**src/rtl/ps2_key_rx_pkg.sv**
```systemverilog
// Shared definitions for the PS/2 keyboard receiver: protocol bytes,
// FSM state encoding and the frame parity helper.
package ps2_key_rx_pkg;

   // Break prefix sent before the scan code of a released key.
   localparam logic [7:0] PS2_BREAK = 8'hF0;
   // Extended-key prefix; it is received as an ordinary byte.
   localparam logic [7:0] PS2_EXT   = 8'hE0;

   typedef enum logic [1:0] {
      ST_IDLE   = 2'd0,
      ST_DATA   = 2'd1,
      ST_PARITY = 2'd2,
      ST_STOP   = 2'd3
   } ps2_state_e;

   // PS/2 frames carry odd parity: data bits plus parity bit hold an odd number of ones.
   function automatic logic odd_parity_ok(input logic [7:0] data_byte, input logic parity_bit);
      return ^{data_byte, parity_bit};
   endfunction

   // True for the two prefix bytes a keyboard may send ahead of a scan code.
   function automatic logic is_prefix(input logic [7:0] data_byte);
      return (data_byte == PS2_BREAK) || (data_byte == PS2_EXT);
   endfunction

endpackage

```
**src/rtl/ps2_key_rx_sync_filter.sv**
```systemverilog
// Synchronises the asynchronous PS/2 pins, debounces the PS/2 clock and
// emits a one-cycle pulse on each falling edge of the filtered clock.
module ps2_sync_filter #(
   parameter int SYNC_STAGES = 2,
   parameter int FILTER_LEN  = 8
) (
   input  logic clk,
   input  logic reset,
   input  logic ps2_clk,
   input  logic ps2_data,
   output logic fall,
   output logic data_s
);

   localparam int CW = $clog2(FILTER_LEN + 1);

   logic [SYNC_STAGES-1:0] clk_sync_r;
   logic [SYNC_STAGES-1:0] data_sync_r;
   logic [CW-1:0]          filt_cnt_r;
   logic                   clk_filt_r;
   logic                   fall_r;

   // Synchroniser chains; both idle lines reset high.
   always_ff @(posedge clk) begin
      if (reset) begin
         clk_sync_r  <= {SYNC_STAGES{1'b1}};
         data_sync_r <= {SYNC_STAGES{1'b1}};
      end else begin
         clk_sync_r  <= {clk_sync_r[SYNC_STAGES-2:0], ps2_clk};
         data_sync_r <= {data_sync_r[SYNC_STAGES-2:0], ps2_data};
      end
   end

   // Filtered clock follows the synchronised clock only after FILTER_LEN equal samples.
   always_ff @(posedge clk) begin
      if (reset) begin
         filt_cnt_r <= {CW{1'b0}};
         clk_filt_r <= 1'b1;
         fall_r     <= 1'b0;
      end else if (clk_sync_r[SYNC_STAGES-1] != clk_filt_r) begin
         if (filt_cnt_r == CW'(FILTER_LEN - 1)) begin
            filt_cnt_r <= {CW{1'b0}};
            clk_filt_r <= clk_sync_r[SYNC_STAGES-1];
            fall_r     <= ~clk_sync_r[SYNC_STAGES-1];
         end else begin
            filt_cnt_r <= filt_cnt_r + CW'(1);
            fall_r     <= 1'b0;
         end
      end else begin
         filt_cnt_r <= {CW{1'b0}};
         fall_r     <= 1'b0;
      end
   end

   assign fall   = fall_r;
   assign data_s = data_sync_r[SYNC_STAGES-1];

endmodule

```
**src/rtl/ps2_key_rx.sv**
```systemverilog
// PS/2 keyboard receiver: deframes 11-bit frames, checks odd parity and the
// stop bit, and keeps the last two good bytes in key.
// Optional feature macro PS2_TIMEOUT_EN: aborts a frame that stalls mid-way.
module ps2_key_rx
   import ps2_key_rx_pkg::*;
#(
   parameter int SYNC_STAGES    = 2,
   parameter int FILTER_LEN     = 8,
   parameter int TIMEOUT_CYCLES = 5000
) (
   input  logic        clk,
   input  logic        reset,
   input  logic        ps2_clk,
   input  logic        ps2_data,
   output logic [15:0] key,
   output logic        key_valid,
   output logic        key_release,
   output logic        frame_err,
   output logic        busy
);

   ps2_state_e  state_r, state_nxt;
   logic        fall_s, data_s;
   logic [2:0]  cnt_r;
   logic [7:0]  shift_r;
   logic        parity_r;
   logic        good_s, err_s, timeout_s;
   logic [15:0] key_r;
   logic        key_valid_r, key_release_r, frame_err_r, busy_r;

   ps2_sync_filter #(
      .SYNC_STAGES (SYNC_STAGES),
      .FILTER_LEN  (FILTER_LEN)
   ) u_sync_filter (
      .clk      (clk),
      .reset    (reset),
      .ps2_clk  (ps2_clk),
      .ps2_data (ps2_data),
      .fall     (fall_s),
      .data_s   (data_s)
   );

`ifdef PS2_TIMEOUT_EN
   localparam int TW = $clog2(TIMEOUT_CYCLES + 1);
   logic [TW-1:0] to_cnt_r;

   // Idle-time counter: cleared by every falling edge, runs only inside a frame.
   always_ff @(posedge clk) begin
      if (reset || fall_s || (state_r == ST_IDLE)) begin
         to_cnt_r <= {TW{1'b0}};
      end else if (to_cnt_r != TW'(TIMEOUT_CYCLES - 1)) begin
         to_cnt_r <= to_cnt_r + TW'(1);
      end else begin
         to_cnt_r <= to_cnt_r;
      end
   end

   assign timeout_s = (state_r != ST_IDLE) && !fall_s && (to_cnt_r == TW'(TIMEOUT_CYCLES - 1));
`else
   logic unused_timeout_s;
   assign unused_timeout_s = ^TIMEOUT_CYCLES;
   assign timeout_s        = 1'b0;
`endif

   // FSM state register.
   always_ff @(posedge clk) begin
      if (reset) begin
         state_r <= ST_IDLE;
      end else begin
         state_r <= state_nxt;
      end
   end

   // Next-state and frame verdict; the FSM moves only on filtered falling edges.
   always_comb begin
      state_nxt = state_r;
      good_s    = 1'b0;
      err_s     = 1'b0;
      if (timeout_s) begin
         state_nxt = ST_IDLE;
         err_s     = 1'b1;
      end else if (fall_s) begin
         case (state_r)
            ST_IDLE: begin
               if (data_s == 1'b0) state_nxt = ST_DATA;
               else                state_nxt = ST_IDLE;
            end
            ST_DATA: begin
               if (cnt_r == 3'd7) state_nxt = ST_PARITY;
               else               state_nxt = ST_DATA;
            end
            ST_PARITY: state_nxt = ST_STOP;
            ST_STOP: begin
               state_nxt = ST_IDLE;
               if (data_s && odd_parity_ok(shift_r, parity_r)) good_s = 1'b1;
               else                                            err_s  = 1'b1;
            end
            default: state_nxt = ST_IDLE;
         endcase
      end else begin
         state_nxt = state_r;
      end
   end

   // Bit counter, LSB-first shifter and parity capture.
   always_ff @(posedge clk) begin
      if (reset) begin
         cnt_r    <= 3'd0;
         shift_r  <= 8'h00;
         parity_r <= 1'b0;
      end else if (fall_s && !timeout_s) begin
         case (state_r)
            ST_IDLE: begin
               cnt_r   <= 3'd0;
               shift_r <= 8'h00;
            end
            ST_DATA: begin
               shift_r <= {data_s, shift_r[7:1]};
               cnt_r   <= cnt_r + 3'd1;
            end
            ST_PARITY: parity_r <= data_s;
            default:   cnt_r    <= cnt_r;
         endcase
      end else begin
         cnt_r <= cnt_r;
      end
   end

   // Registered outputs: key history, result pulses and busy flag.
   always_ff @(posedge clk) begin
      if (reset) begin
         key_r         <= 16'h0000;
         key_valid_r   <= 1'b0;
         key_release_r <= 1'b0;
         frame_err_r   <= 1'b0;
         busy_r        <= 1'b0;
      end else begin
         if (good_s) key_r <= {key_r[7:0], shift_r};
         else        key_r <= key_r;
         key_valid_r   <= good_s;
         key_release_r <= good_s && (key_r[7:0] == PS2_BREAK);
         frame_err_r   <= err_s;
         busy_r        <= (state_nxt != ST_IDLE);
      end
   end

   assign key         = key_r;
   assign key_valid   = key_valid_r;
   assign key_release = key_release_r;
   assign frame_err   = frame_err_r;
   assign busy        = busy_r;

endmodule
```
**config.mk**
```make
export PLATFORM = sky130hd
export DESIGN_NAME = ps2_key_rx
export DESIGN_NICKNAME = d
export VERILOG_FILES = /design/src/rtl/ps2_key_rx_pkg.sv /design/src/rtl/ps2_key_rx_sync_filter.sv /design/src/rtl/ps2_key_rx.sv
export SDC_FILE = /design/constraint.sdc
export NUM_CORES = 1
export LEC_CHECK = 0
export BUFFER_PORTS_ARGS = -buffer_cell sky130_fd_sc_hd__buf_2
export CORE_MARGIN = 2
export CORE_UTILIZATION = 56
export CTS_CLUSTER_SIZE = 12
export DETAILED_ROUTE_END_ITERATION = 6
export PLACE_DENSITY = 0.83
export SLEW_MARGIN = 40
export SYNTH_ARGS = -nofsm -noshare
export SYNTH_HDL_FRONTEND = slang
export SYNTH_HIERARCHICAL = 1
export SYNTH_SLANG_ARGS = --single-unit
```
**constraint.sdc**
```tcl
create_clock -name clk -period 2.52 [get_ports clk]
set_input_delay 0.504 -clock clk [delete_from_list [all_inputs] [get_ports clk]]
set_output_delay 0.504 -clock clk [all_outputs]
set_load 0.02 [all_outputs]
```
Yosys cells after proc, flatten, opt, wreduce, memory -nomap -nowiden
Cells that the tools add are included.
{"block": "totals", "regBits": 44, "out_inout_bits": 20, "word_cells": 50}
{"block": "op_classes", "add_sub_neg": 2, "n_eq_ne": 7, "muxes": 10, "bitwise_logic": 5, "n_reduce_logical": 12}
{"operator": "$pmux W8 S2", "count": 1}
{"operator": "$reduce_or A3 Y1", "count": 3}
{"operator": "$reduce_xor A9 Y1", "count": 1}
{"operator": "$eq A8 B8 Y1 const B", "count": 1}
{"operator": "$pmux W2 S4", "count": 1}
{"operator": "$pmux W3 S2", "count": 1}
{"operator": "$reduce_and A2 Y1", "count": 3}
{"operator": "$mux W1", "count": 5}
{"operator": "$not A1 Y1", "count": 5}
{"operator": "$add A4 B1 Y4 const B", "count": 1}
{"operator": "$eq A2 B2 Y1 const B", "count": 2}
{"operator": "$eq A4 B3 Y1 const B", "count": 1}
{"operator": "$mux W2", "count": 2}
{"operator": "$reduce_bool A2 Y1", "count": 2}
{"operator": "$add A3 B1 Y3 const B", "count": 1}
{"operator": "$eq A3 B3 Y1 const B", "count": 1}
{"operator": "$eq A2 B1 Y1 const B", "count": 1}
{"operator": "$logic_and A1 B1 Y1", "count": 2}
{"operator": "$logic_not A2 Y1", "count": 1}
{"operator": "$ne A1 B1 Y1", "count": 1}

Logic depth before layout (Yosys ltp)
{"block": "depth", "ltp_word": 6, "mapped_depth": 6}

Cells and area by module
Netlist, hierarchy kept.
{"module": "ps2_key_rx", "n_inst": 1, "cells_each": 150, "area_each_um2": 1472.7}
{"module": "ps2_sync_filter", "n_inst": 1, "cells_each": 30, "area_each_um2": 352.8}

Worst setup path before layout
No wires, ideal clock.
{"block": "synth_path", "kind": "register to register", "startpoint": "reg shift_r[6]", "endpoint": "reg key_r[9] (netlist: key[9])", "setup_ns": 0.119, "arrival_ns": 1.636, "required_time_ns": 2.401, "path_slack_ns": 0.765, "path_stages_with_launch": 7, "path_buffers": 2, "cell_sequence": "dfxtp_1 xor2_1 xnor3_1 mux2_4 buf_6 buf_12 mux2i_1"}
{"block": "synth_between", "elab_chain_len": 5}
{"element": "from (decl)", "line_no": "ps2_key_rx.sv:25", "text": "logic [7:0] shift_r;"}
{"element": "from (signal assigned)", "line_no": "ps2_key_rx.sv:118", "text": "shift_r <= {data_s, shift_r[7:1]};"}
{"element": "$reduce_xor A9 Y1", "line_no": "ps2_key_rx_pkg.sv:19", "text": "return ^{data_byte, parity_bit};"}
{"element": "$logic_and A1 B1 Y1", "line_no": "ps2_key_rx.sv:95", "text": "if (data_s && odd_parity_ok(shift_r, parity_r)) good_s = 1'b1;"}
{"element": "$mux W1", "line_no": "ps2_key_rx.sv:95"}
{"element": "$mux W1", "line_no": "ps2_key_rx.sv:83", "text": "case (state_r)"}
{"element": "$mux W1", "line_no": "ps2_key_rx.sv:82", "text": "end else if (fall_s) begin"}
{"element": "to (signal assigned)", "line_no": "ps2_key_rx.sv:138", "text": "if (good_s) key_r <= {key_r[7:0], shift_r};"}
{"element": "to (signal assigned)", "line_no": "ps2_key_rx.sv:139", "text": "else key_r <= key_r;"}
{"element": "to (decl)", "line_no": "ps2_key_rx.sv:28", "text": "logic [15:0] key_r;"}
Every way passes these cells.
A chain may end at the register's enable or synchronous reset.

Final worst setup path
{"block": "layout_path", "startpoint": "reg shift_r[6]", "endpoint": "reg key_release_r (netlist: key_release)"}
{"block": "layout_between", "elab_chain_len": 6}
{"element": "$reduce_xor A9 Y1", "line_no": "ps2_key_rx_pkg.sv:19"}
{"element": "$logic_and A1 B1 Y1", "line_no": "ps2_key_rx.sv:95"}
{"element": "$mux W1", "line_no": "ps2_key_rx.sv:95"}
{"element": "$mux W1", "line_no": "ps2_key_rx.sv:83"}
{"element": "$mux W1", "line_no": "ps2_key_rx.sv:82"}
{"element": "$logic_and A1 B1 Y1", "line_no": "ps2_key_rx.sv:141", "text": "key_release_r <= good_s && (key_r[7:0] == PS2_BREAK);"}
{"element": "to (signal assigned)", "line_no": "ps2_key_rx.sv:141"}
{"element": "to (decl)", "line_no": "ps2_key_rx.sv:29", "text": "logic key_valid_r, key_release_r, frame_err_r, busy_r;"}
Every way passes these cells.

==> metrics <==
clk root buf clkbuf_4; YS warnings 6; max-slew violations 0; DR iter-0 viols 72; Max-cap violations 0; Post-synth top flop dfxtp_1; internal power 847 uW; count of different cell masters after synthesis 32; fraction of registers with async set/reset 0; port buffer count 23; antenna cells 0; Fin Clk Skew 0.00465 ns; Synth Cell Area 1830 um2; grt ovf 0; drt drc 0; worst reg2reg path startpoint shift_r[6]; WL per Instance 12.5 um; Rel. slew slack 0.536; Switching Power 220 uW; Clock Sinks 44; initial antenna violation count 0; Vias per Instance 5.13; RSZ-0062 raised after global routing no; worst slew pin tran 0.694 ns; Initial Util 0.593; status complete, no violations; M1 GR Usage 0.220; r2r endpoint key_release; TritonCTS clock tree done; critical path class register to register; Non-Filler Instances 246; clk_lat worst skew 0.35 ns; I/O pins 24; post-route ant nets 0; clk slew on worst S/H paths 0.12 ns; Area Overhead vs Synth 9.39%; H-tree depth 2; post-route cell area 2000 um2; r2r worst-path depth 4; Worst VDD drop 0.286 mV; final WL 3070 um; Avg Cell Area, Syn 10.1 um2; core area 3080 um2; die area 3730 um2; post-detail-place hpwl 2150 um; Overall Global Routing Usage 0.192; hold path cells 2; r2r setup slk 0.68 ns; postcts setup bufs 0; setup tns final 0 ns; Mapped Nets 187; synthesized instance count 180; Worst Path Required 2.79 ns; fin crit period 1.84 ns; GR Layer Usage met3 0.0714; vias in the first global route 1,192; CP arrival 2.11 ns; flip-flop and latch area 881 um2; flops & latches, synth 44; layout cells sized above 1 0.188; Power Density 534 nW/um2; CP Capture Type register; largest net degree at the start of global routing 50; startpoint types register; CTS Hold Bufs 0; clock share of power 0.323; Hold Path Sink u_sync_filter/data_sync_r[0]; die height 61.1 um; Hold Crit Class input pin to register; TritonRoute pass-1 iters 4; fin crit share 0.729; multi-input logic area 876 um2; Num CTS Buffers 5; gr busiest metal met2; first-pass GRT wire length 5230 um; placed cell area 1940 um2; vias 1,262; Lkg Pwr 0.000813 uW; Seq/Total Area, Yosys 0.483; DP Cell Count 238; hold_sp ps2_data; fmax 0.544 GHz; Final nets 208; Fillers 264; Sw Ratio 0.206; GR Util met2 0.330; final setup violation count 0; Flop pwr share 0.657; CTS Buffer Depth 2; Final Hold Fails 0; Post-synth EDFFs 0; RD Place Congestion 0.742; Rows 20; combinational power share 0.020; die width 61.1 um; CTS-repair resized insts 0; CP Max Fanout 18
## synthesized netlist by cell type, types with 3 or more instances
master	count	area share
or2_2	5	0.017
nand2_1	14	0.029
a21oi_1	13	0.036
nand2b_1	25	0.086
nand3_1	11	0.030
clkbuf_1	7	0.014
nor2_1	8	0.016
inv_1	3	0.0062
ha_1	3	0.021
dfxtp_1	44	0.48
mux2i_1	17	0.093
nor2b_1	3	0.010
xor2_1	5	0.024
## worst max-delay path, cell delays in order (launching register included)
cell and delay, ns:
dfxtp_1 0.41, xor2_1 0.17, xnor3_1 0.47, mux2_4 0.42, nor4bb_1 0.29
## stage by stage
stage          hold WS, ns  setup slack (ns)   util  total power [uW]
6_report             0.329             0.682  0.649              1070
5_1_grt              0.295             0.521  0.649              1120
3_5_place_dp         0.404             0.686  0.630               738
3_3_place_gp         0.394             0.774  0.630               737
4_1_cts              0.304             0.662  0.649              1090
2_1_floorplan        0.389             0.765      -               732
## power groups by stage
stage / logic (uW) / registers (uW) / clock network, uW
floorplan: 15.8 / 716 / 0
global placement: 20.8 / 716 / 0
detailed placement: 21.6 / 717 / 0
CTS: 21.6 / 701 / 363
global route: 23.3 / 702 / 396
finish: 21.2 / 701 / 344
## final cells by class
type	instances	area share
inverter	3	0.00564
sequential	44	0.441
tap	44	0.0276
multi-input combinational	124	0.439
timing repair buffer	23	0.0576
clock buffer	8	0.0294
## metal layers
metal | vias up | wire [um]
met2 | 29 | 1520
met1 | 585 | 1370
met3 | 3 | 139
li1 | 645 | -
met5 | - | 0
met4 | 0 | 32
## layout by cell type, fill, tap and decap left out, types with 3 or more instances in the layout
cell and n:
nor2b_1 3, dfxtp_1 44, buf_2 23, inv_1 3
nand2_1 14, nand2b_1 25, xor2_1 5, mux2i_1 17
clkbuf_4 5, ha_1 3, nor2_1 8, nand3_1 11
or2_2 5, a21oi_1 13
## logic make-up after synthesis
group	Yosys count	synth area share
flip-flops	44	0.483
adder cells (fa/ha/maj)	3	0.0206
XOR/XNOR	9	0.0583
buffers and inverters	12	0.0377
AND/OR/NAND/NOR	78	0.252
multiplexers	18	0.101
AO/OA/AOI/OAI	16	0.0480
## registers in the layout, indices dropped and copies added (netlist names)
register / flops
frame_err: 1
u_sync_filter/data_sync_r: 2
u_sync_filter/filt_cnt_r: 4
u_sync_filter/clk_sync_r: 2
key_release: 1
state_r: 2
key: 16
cnt_r: 3
key_valid: 1
shift_r: 8
u_sync_filter/clk_filt_r: 1
u_sync_filter/fall: 1
parity_r: 1
busy: 1
## worst max-delay path by stage
stage | endpoint | startpoint | cells after the start | slack [ns]
2_1_floorplan | key[9] | shift_r[6] | 6 | 0.77
3_3_place_gp | key_release | shift_r[6] | 4 | 0.77
3_5_place_dp | key_release | shift_r[6] | 4 | 0.69
4_1_cts | key_release | shift_r[6] | 4 | 0.66
5_1_grt | frame_err | shift_r[6] | 4 | 0.52
6_report | key_release | shift_r[6] | 4 | 0.68
No activity file was read; power rests on OpenSTA's default activity.
